[src/rtl/ssd_scan_controller.sv]
// ssd_scan_controller
// Scans the shared 7-segment cathode bus across eight anodes. Digit writes go
// to a shadow bank. A commit copies the shadow bank into the displayed
// (active) bank at a frame boundary, so a frame never mixes old and new digits.
// Each digit slot starts with a blanking gap that suppresses ghosting.
module ssd_scan_controller #(
    parameter int DIGIT_CYCLES = 100000,
    parameter int BLANK_CYCLES = 2000
) (
    input  logic       clk,
    input  logic       Reset,
    input  logic       wr_en,
    input  logic [2:0] wr_addr,
    input  logic [7:0] wr_data,
    input  logic       commit,
    input  logic [7:0] digit_en,
    output logic       commit_pending,
    output logic       frame_tick,
    output logic [7:0] An,
    output logic [6:0] Cath,
    output logic       Dp
);

    localparam int            CW        = $clog2(DIGIT_CYCLES);
    localparam logic [CW-1:0] CNT_LAST  = CW'(DIGIT_CYCLES - 1);
    localparam logic [CW-1:0] CNT_BLANK = CW'(BLANK_CYCLES);
    localparam logic [7:0]    BLANK_DIG = 8'h40;

    logic [CW-1:0] cnt;
    logic [2:0]    idx;
    logic [7:0]    shadow     [8];
    logic [7:0]    active     [8];
    logic [7:0]    shadow_nxt [8];
    logic          pending;
    logic          boundary;
    logic          do_copy;

    logic [7:0]    cur_digit;
    logic          lit;
    logic [7:0]    an_nxt;
    logic [6:0]    cath_nxt;
    logic          dp_nxt;

    // Hex digit to active-low segments, bit order {a,b,c,d,e,f,g}.
    function automatic logic [6:0] seg_decode(input logic [3:0] v);
        case (v)
            4'h0:    seg_decode = 7'b0000001;
            4'h1:    seg_decode = 7'b1001111;
            4'h2:    seg_decode = 7'b0010010;
            4'h3:    seg_decode = 7'b0000110;
            4'h4:    seg_decode = 7'b1001100;
            4'h5:    seg_decode = 7'b0100100;
            4'h6:    seg_decode = 7'b0100000;
            4'h7:    seg_decode = 7'b0001111;
            4'h8:    seg_decode = 7'b0000000;
            4'h9:    seg_decode = 7'b0000100;
            4'hA:    seg_decode = 7'b0001000;
            4'hB:    seg_decode = 7'b1100000;
            4'hC:    seg_decode = 7'b0110001;
            4'hD:    seg_decode = 7'b1000010;
            4'hE:    seg_decode = 7'b0110000;
            default: seg_decode = 7'b0111000;
        endcase
    endfunction

    assign boundary       = (idx == 3'd7) && (cnt == CNT_LAST);
    assign do_copy        = boundary && (pending || commit);
    assign commit_pending = pending;

    // Shadow bank as it will look after this edge; a copy on the boundary
    // must include a write landing in the same cycle.
    always_comb begin
        for (int i = 0; i < 8; i++) begin
            shadow_nxt[i] = shadow[i];
        end
        if (wr_en) begin
            shadow_nxt[wr_addr] = wr_data;
        end
    end

    // Slot counter and digit index.
    always_ff @(posedge clk or posedge Reset) begin
        if (Reset) begin
            cnt <= '0;
            idx <= 3'd0;
        end else if (cnt == CNT_LAST) begin
            cnt <= '0;
            idx <= idx + 3'd1;
        end else begin
            cnt <= cnt + 1'b1;
        end
    end

    // Shadow bank writes and atomic shadow-to-active copy.
    always_ff @(posedge clk or posedge Reset) begin
        if (Reset) begin
            for (int i = 0; i < 8; i++) begin
                shadow[i] <= BLANK_DIG;
                active[i] <= BLANK_DIG;
            end
        end else begin
            for (int i = 0; i < 8; i++) begin
                shadow[i] <= shadow_nxt[i];
                if (do_copy) begin
                    active[i] <= shadow_nxt[i];
                end
            end
        end
    end

    // Commit request latch and frame boundary pulse.
    always_ff @(posedge clk or posedge Reset) begin
        if (Reset) begin
            pending    <= 1'b0;
            frame_tick <= 1'b0;
        end else begin
            frame_tick <= boundary;
            if (do_copy) begin
                pending <= 1'b0;
            end else if (commit) begin
                pending <= 1'b1;
            end
        end
    end

    // Next anode/cathode values from the current slot position.
    always_comb begin
        cur_digit = active[idx];
        lit       = (cnt >= CNT_BLANK) && digit_en[idx] && !cur_digit[6];
        an_nxt    = 8'hFF;
        cath_nxt  = 7'h7F;
        dp_nxt    = 1'b1;
        if (lit) begin
            an_nxt[idx] = 1'b0;
            cath_nxt    = seg_decode(cur_digit[3:0]);
            dp_nxt      = ~cur_digit[7];
        end
    end

    // Output register; the pins lag the slot state by one clock.
    always_ff @(posedge clk or posedge Reset) begin
        if (Reset) begin
            An   <= 8'hFF;
            Cath <= 7'h7F;
            Dp   <= 1'b1;
        end else begin
            An   <= an_nxt;
            Cath <= cath_nxt;
            Dp   <= dp_nxt;
        end
    end

endmodule

[config.mk]
export PLATFORM = sky130hd
export DESIGN_NAME = ssd_scan_controller
export DESIGN_NICKNAME = d
export VERILOG_FILES = /design/src/rtl/ssd_scan_controller.sv
export SDC_FILE = /design/constraint.sdc
export NUM_CORES = 1
export LEC_CHECK = 0
export BUFFER_PORTS_ARGS = -buffer_cell sky130_fd_sc_hd__buf_2
export CAP_MARGIN = 10
export CORE_MARGIN = 2
export CORE_UTILIZATION = 45
export CTS_BUF_LIST = sky130_fd_sc_hd__clkbuf_2
export DETAILED_ROUTE_END_ITERATION = 16
export HOLD_SLACK_MARGIN = 0.12
export MAX_ROUTING_LAYER = met4
export PLACE_DENSITY_LB_ADDON = 0.3
export SYNTH_ARGS = -nofsm -noshare
export SYNTH_HDL_FRONTEND = slang
export SYNTH_SLANG_ARGS = --single-unit
[constraint.sdc]
create_clock -name clk -period 3.28 [get_ports clk]
set_input_delay 0 -clock clk [delete_from_list [all_inputs] [get_ports clk]]
set_output_delay 0 -clock clk [all_outputs]
set_load 0.01 [all_outputs]
# Word level (Yosys, flattened, before mapping)
# Memory sizes are Yosys's and may differ from the RTL's.
# Cells that the tools add are included.
[word_totals]
reg_bits = 166
mem_bits_ro = 112
input_bits = 23
out_inout_bits = 18
word_cells = 64
n_memories = 1
[mem_list]
columns = ["memory", "words", "word_bits", "read_ports", "rd_clocked_by_memory_dff", "write_ports", "line_no", "rtl"]
rows = [
  ["(no name shown)", 16, 7, 1, 0, 0, "46", "case (v)"],
]
[classes]
addsub = 2
magnitude_cmp = 6
eq_ne = 2
n_mux = 17
bitwise_logic = 4
reduce_logical = 9
[op_table]
columns = ["operator", "count"]
rows = [
  ["$bwmux W64", 1],
  ["$mux W64", 1],
  ["$mux W8", 4],
  ["$bmux W8 S3", 1],
  ["$demux W8 S3", 1],
  ["$add A17 B1 Y17 const B", 1],
  ["$eq A17 B17 Y1 const B", 1],
  ["$ge A17 B11 Y1 const B", 1],
  ["$mux W17", 1],
  ["$ge A4 B4 Y1 const B", 2],
  ["$not A3 Y4", 2],
  ["$not A8 Y8", 1],
  ["$mux W7", 1],
  ["$logic_and A1 B1 Y1", 6],
  ["$mux W1", 5],
  ["$lt A3 B4 Y1 const B", 1],
  ["$lt A4 B1 Y1 const B", 1],
  ["$add A3 B1 Y3 const B", 1],
  ["$bmux W1 S3", 1],
  ["$demux W1 S3", 1],
  ["$eq A3 B3 Y1 const B", 1],
  ["$ge A3 B1 Y1 const B", 1],
  ["$reduce_bool A2 Y1", 1],
  ["$logic_not A1 Y1", 1],
  ["other kinds (2)", 2],
]

# Longest topological paths before layout
[depth]
word_depth = 7
ltp_mapped = 10
mapped_depth_nobuf = 8

# Worst setup path after synthesis
# No wires, ideal clock.
[synth_path]
path_kind = "register -> register"
start = "reg idx[2]"
end = "reg Cath[3]"
setup_ps = 99
arrival_ps = 2131
required_time_ps = 3181
slack_ps = 1049
stages_incl_launch_ff = 10
path_buffers = 2
period_less_slack_ps = 2231
cell_sequence = "dfrtp_1 -> buf_2 -> buf_2 -> mux4_2 -> mux2i_1 -> inv_1 -> ha_1 -> and2_1 -> a211oi_1 -> o21ai_0"
[synth_via]
elab_chain_cells = 7
word_cells_on_any_way = 11
cone_classes = "6 x mux; 1 x bitwise; 3 x reduce/logical; 1 x memory"
[synth_lines]
columns = ["item", "line_no", "rtl"]
rows = [
  ["from (decl)", "30", "logic [2:0] idx;"],
  ["from (signal assigned)", "88", "idx <= idx + 3'd1;"],
  ["parallel branches: the longest is 6 deep, another holds $mem_v2 Z16 W7", "--", ""],
  ["$mux W7 *", "133", "if (lit) begin"],
  ["net cath_nxt[3]", "41", "logic [6:0] cath_nxt;"],
  ["to (signal assigned)", "148", "Cath <= cath_nxt;"],
  ["to (decl)", "20", "output logic [6:0] Cath,"],
]
# Mark *: on every way through the listed nets, which the timed path passes. The select of a mux whose other input is x is not followed.
# A chain may end at the register's enable or synchronous reset.

# Worst setup path in the final report
[layout_path]
start = "reg idx[2]"
end = "reg An[5]"
[layout_via]
elab_chain_cells = 7
word_cells_on_any_way = 16
cone_classes = "2 x order compare; 8 x mux; 2 x bitwise; 4 x reduce/logical"
[layout_lines]
columns = ["item", "line_no", "rtl"]
rows = [
  ["parallel branches: the longest is 6 deep, another holds $lt A3 B4 Y1", "--", ""],
  ["$mux W8 *", "133", ""],
  ["net an_nxt[5]", "40", "logic [7:0] an_nxt;"],
  ["to (signal assigned)", "147", "An <= an_nxt;"],
  ["to (decl)", "19", "output logic [7:0] An,"],
]
# Marks and branches as above.

==> results.json <==
{
  "ys_seq_elements": 134,
  "drive_above_1_share_pct": 44.2,
  "cts_sinks": 134,
  "syn-cell-area_mm2": 0.00597,
  "ys.flop_type": "dfrtp_1",
  "synth.distinct_cells": 45,
  "dp_hpwl_um": 7690,
  "cts-htree-levels": 4,
  "io_buffers": 38,
  "grt_usage_pct": 18.2,
  "fp.dieW_um": 119,
  "multi_input_area_mm2": 0.00244,
  "wl_per_cell_um": 17.1,
  "synth-edff-count": 0,
  "postCtsSetupRepairBufs": 0,
  "fin_crit_ns": 2.97,
  "grt_pass1_vias": 3611,
  "initial_core_util_pct": 45.6,
  "synth_area_leader_cell": "dfrtp_1",
  "syn-num-nets": 459,
  "viasPerCell": 5.25,
  "ys_async_sr_fraction_pct": 100,
  "worst-path-buf-inv": 3,
  "grt_max_degree": 107,
  "area_growth_pct": 15.9,
  "required_ns": 3.87,
  "die_y_um": 119,
  "overflow": 0,
  "cts-root-buf": "clkbuf_2",
  "grt_pass1_wl_um": 18900,
  "max_stage_delay_ns": 0.77,
  "grt_antenna_before_repair": 0,
  "path_max_fanout": 17,
  "critPathLaunchType": "flip-flop",
  "crit_chain": "buf_4 -> mux2_2 -> a22oi_1 -> o22ai_1 -> nor3_2 -> dlygate4sd3_1 -> buf_4 -> nand4_1",
  "num_antenna_cells": 0,
  "fillers": 1115,
  "hold_viol": 0,
  "tns_ns": 0,
  "cpMaxStageDelayCell": "dfrtp_1",
  "drtAntennaViolNets": 0,
  "clock.fmax_mhz": 337,
  "crit_family": "buffers and inverters",
  "syn_avg_cell_area_um2": 14.0,
  "path_class": "reg2reg",
  "r2r_start": "idx[2]",
  "slew_headroom_pct": 41.9,
  "ys_seq_area_share_pct": 56.8,
  "skew_ns": 0.0539,
  "status": "completed",
  "vdd_ir_drop_max_mv": 0.208,
  "rsz0062_at_grt": "no",
  "synth_area_leaders": "dfrtp_1 (43%), mux2_2 (15%), dfstp_2 (14%), mux2_4 (5.0%), mux4_2 (3.0%)",
  "maxCapViolCount": 0,
  "cp_common_cell": "buf_4",
  "clock_latency_ns": 0.74,
  "drcViolationCount": 0,
  "fin_nets": 531,
  "clockBufferDepth": 2,
  "setup_viol": 0,
  "path_clk_slew_ns": 0.23,
  "drtIter0Drc": 237,
  "core_area_mm2": 0.0131,
  "crit_start": "idx[2]",
  "yosysTopAreaCellShare_pct": 42.7,
  "tightest_slew_ns": 0.868,
  "dieArea_mm2": 0.0142,
  "hp-class": "in2reg",
  "rows": 42,
  "vias": 3608,
  "synthCells": 426,
  "cts_tree": "done",
  "num_io_pins": 41,
  "wirelength_um": 11700,
  "yosysWarningCount": 0,
  "drv_slew": 0,
  "place_congestion": 0.786,
  "cellLeakagePower_nw": 3.17,
  "period_share_pct": 90.5,
  "dr.pass1.iters": 5,
  "cts_buffers": 17,
  "arrival_ns": 3.56,
  "seq_area_mm2": 0.00339,
  "endpoint_kind": "flip-flop",
  "finish.utilization_pct": 52.9,
  "cts_resized": 0,
  "yosysMostFrequentCell": "dfrtp_1",
  "p_per_area_mw_per_mm2": 474,
  "synth_commonest_cells": "dfrtp_1 (102), mux2_2 (81), dfstp_2 (32)",
  "min-delay-start": "wr_data[0]"
}
==> flip-flops by register name (all words and copies together), names as in the netlist <==
register	count
cnt	17
frame_tick	1
commit_pending	1
Dp	1
Cath	7
shadow	48
An	8
active	48
idx	3
==> cells by family after synthesis <==
family,Yosys count,share of synthesized area (%)
flip-flops,134,56.8
buffers and inverters,28,2.37
XOR/XNOR,15,2.20
AND/OR/NAND/NOR,95,8.88
AO/OA/AOI/OAI,27,2.97
multiplexers,117,24.7
adder cells (fa/ha/maj),10,2.09
==> worst min-delay path, cell delays in order <==
cell and delay, ns:
dlygate4sd3_1 0.52, buf_2 0.20, mux2_2 0.19
==> routing by layer <==
metal	vias to the layer above	share of wire (%)	GRT usage, %
met5	-	0	-
met4	0	1.7	6.92
met3	18	4.2	4.93
met2	70	46	27.8
met1	1837	48	23.3
li1	1683	-	-
==> worst paths after layout <==
kind,cells past startpoint,endpoint,slack [ns]
max reg2reg,8,An[5],0.31
max in group asynchronous,5,shadow[46],1.88
min in group asynchronous,4,cnt[10],0.45
min,3,shadow[56],0.19
max,8,An[5],0.31
min reg2reg,1,active[63],0.51
==> final cells by class <==
class                   count  area share (%)
clock buffers              19            1.37
inverters                  10           0.596
multi-input cells         264            35.3
well taps                 176            3.18
flip-flops and latches    134            49.0
clock inverters            13            2.96
repair buffers             71            7.59
==> stage by stage <==
step,std cells,hold WS [ns],setup WS (ns),total power [mW],instance area [µm²]
after floorplan,426,0.151,1.05,2.03,5980
after global placement,630,0.0944,0.680,2.08,6370
after detailed placement,630,0.101,0.643,2.10,6370
after CTS,687,0.134,0.316,3.32,6930
after global routing,687,0.124,0.110,3.43,6930
final,687,0.189,0.313,3.28,6930
==> repair_timing <==
item                                    CTS  global route
hold buffers                             25             0
endpoints found under the setup margin    0             0
hold endpoints to repair                227             0
==> where the power goes <==
part,internal (mW),switching (mW)
sequential,1.80,0.0307
combinational,0.145,0.125
clock,0.582,0.605
==> cell usage in the layout (no fill, tap or decap), types with 2 or more instances in the layout <==
cell type | synthesis | final
a211oi_1 | 3 | 3
a21oi_1 | 4 | 4
a221oi_1 | 2 | 2
a22o_1 | 2 | 2
and2_1 | 3 | 3
and3_1 | 6 | 6
and4_1 | 2 | 2
buf_12 | 0 | 2
buf_2 | 8 | 38
buf_4 | 1 | 6
bufinv_16 | 0 | 5
clkbuf_2 | 0 | 19
clkinv_2 | 0 | 3
clkinvlp_4 | 0 | 4
dfrtp_1 | 102 | 102
dfstp_2 | 32 | 32
dlygate4sd3_1 | 0 | 25
ha_1 | 10 | 10
inv_1 | 10 | 9
mux2_2 | 81 | 81
mux2_4 | 20 | 20
mux2i_1 | 7 | 7
mux4_2 | 8 | 8
nand2_1 | 11 | 11
nand3_1 | 19 | 19
nand4_1 | 6 | 6
nand4b_1 | 3 | 3
nor2_1 | 22 | 22
nor2b_1 | 5 | 5
nor3_1 | 7 | 7
nor3b_2 | 2 | 2
o2111ai_1 | 2 | 2
o211ai_1 | 2 | 2
o21ai_0 | 8 | 8
o22ai_1 | 2 | 2
xnor2_1 | 5 | 5
xor2_1 | 10 | 10
No activity file was read; power rests on OpenSTA's default activity.
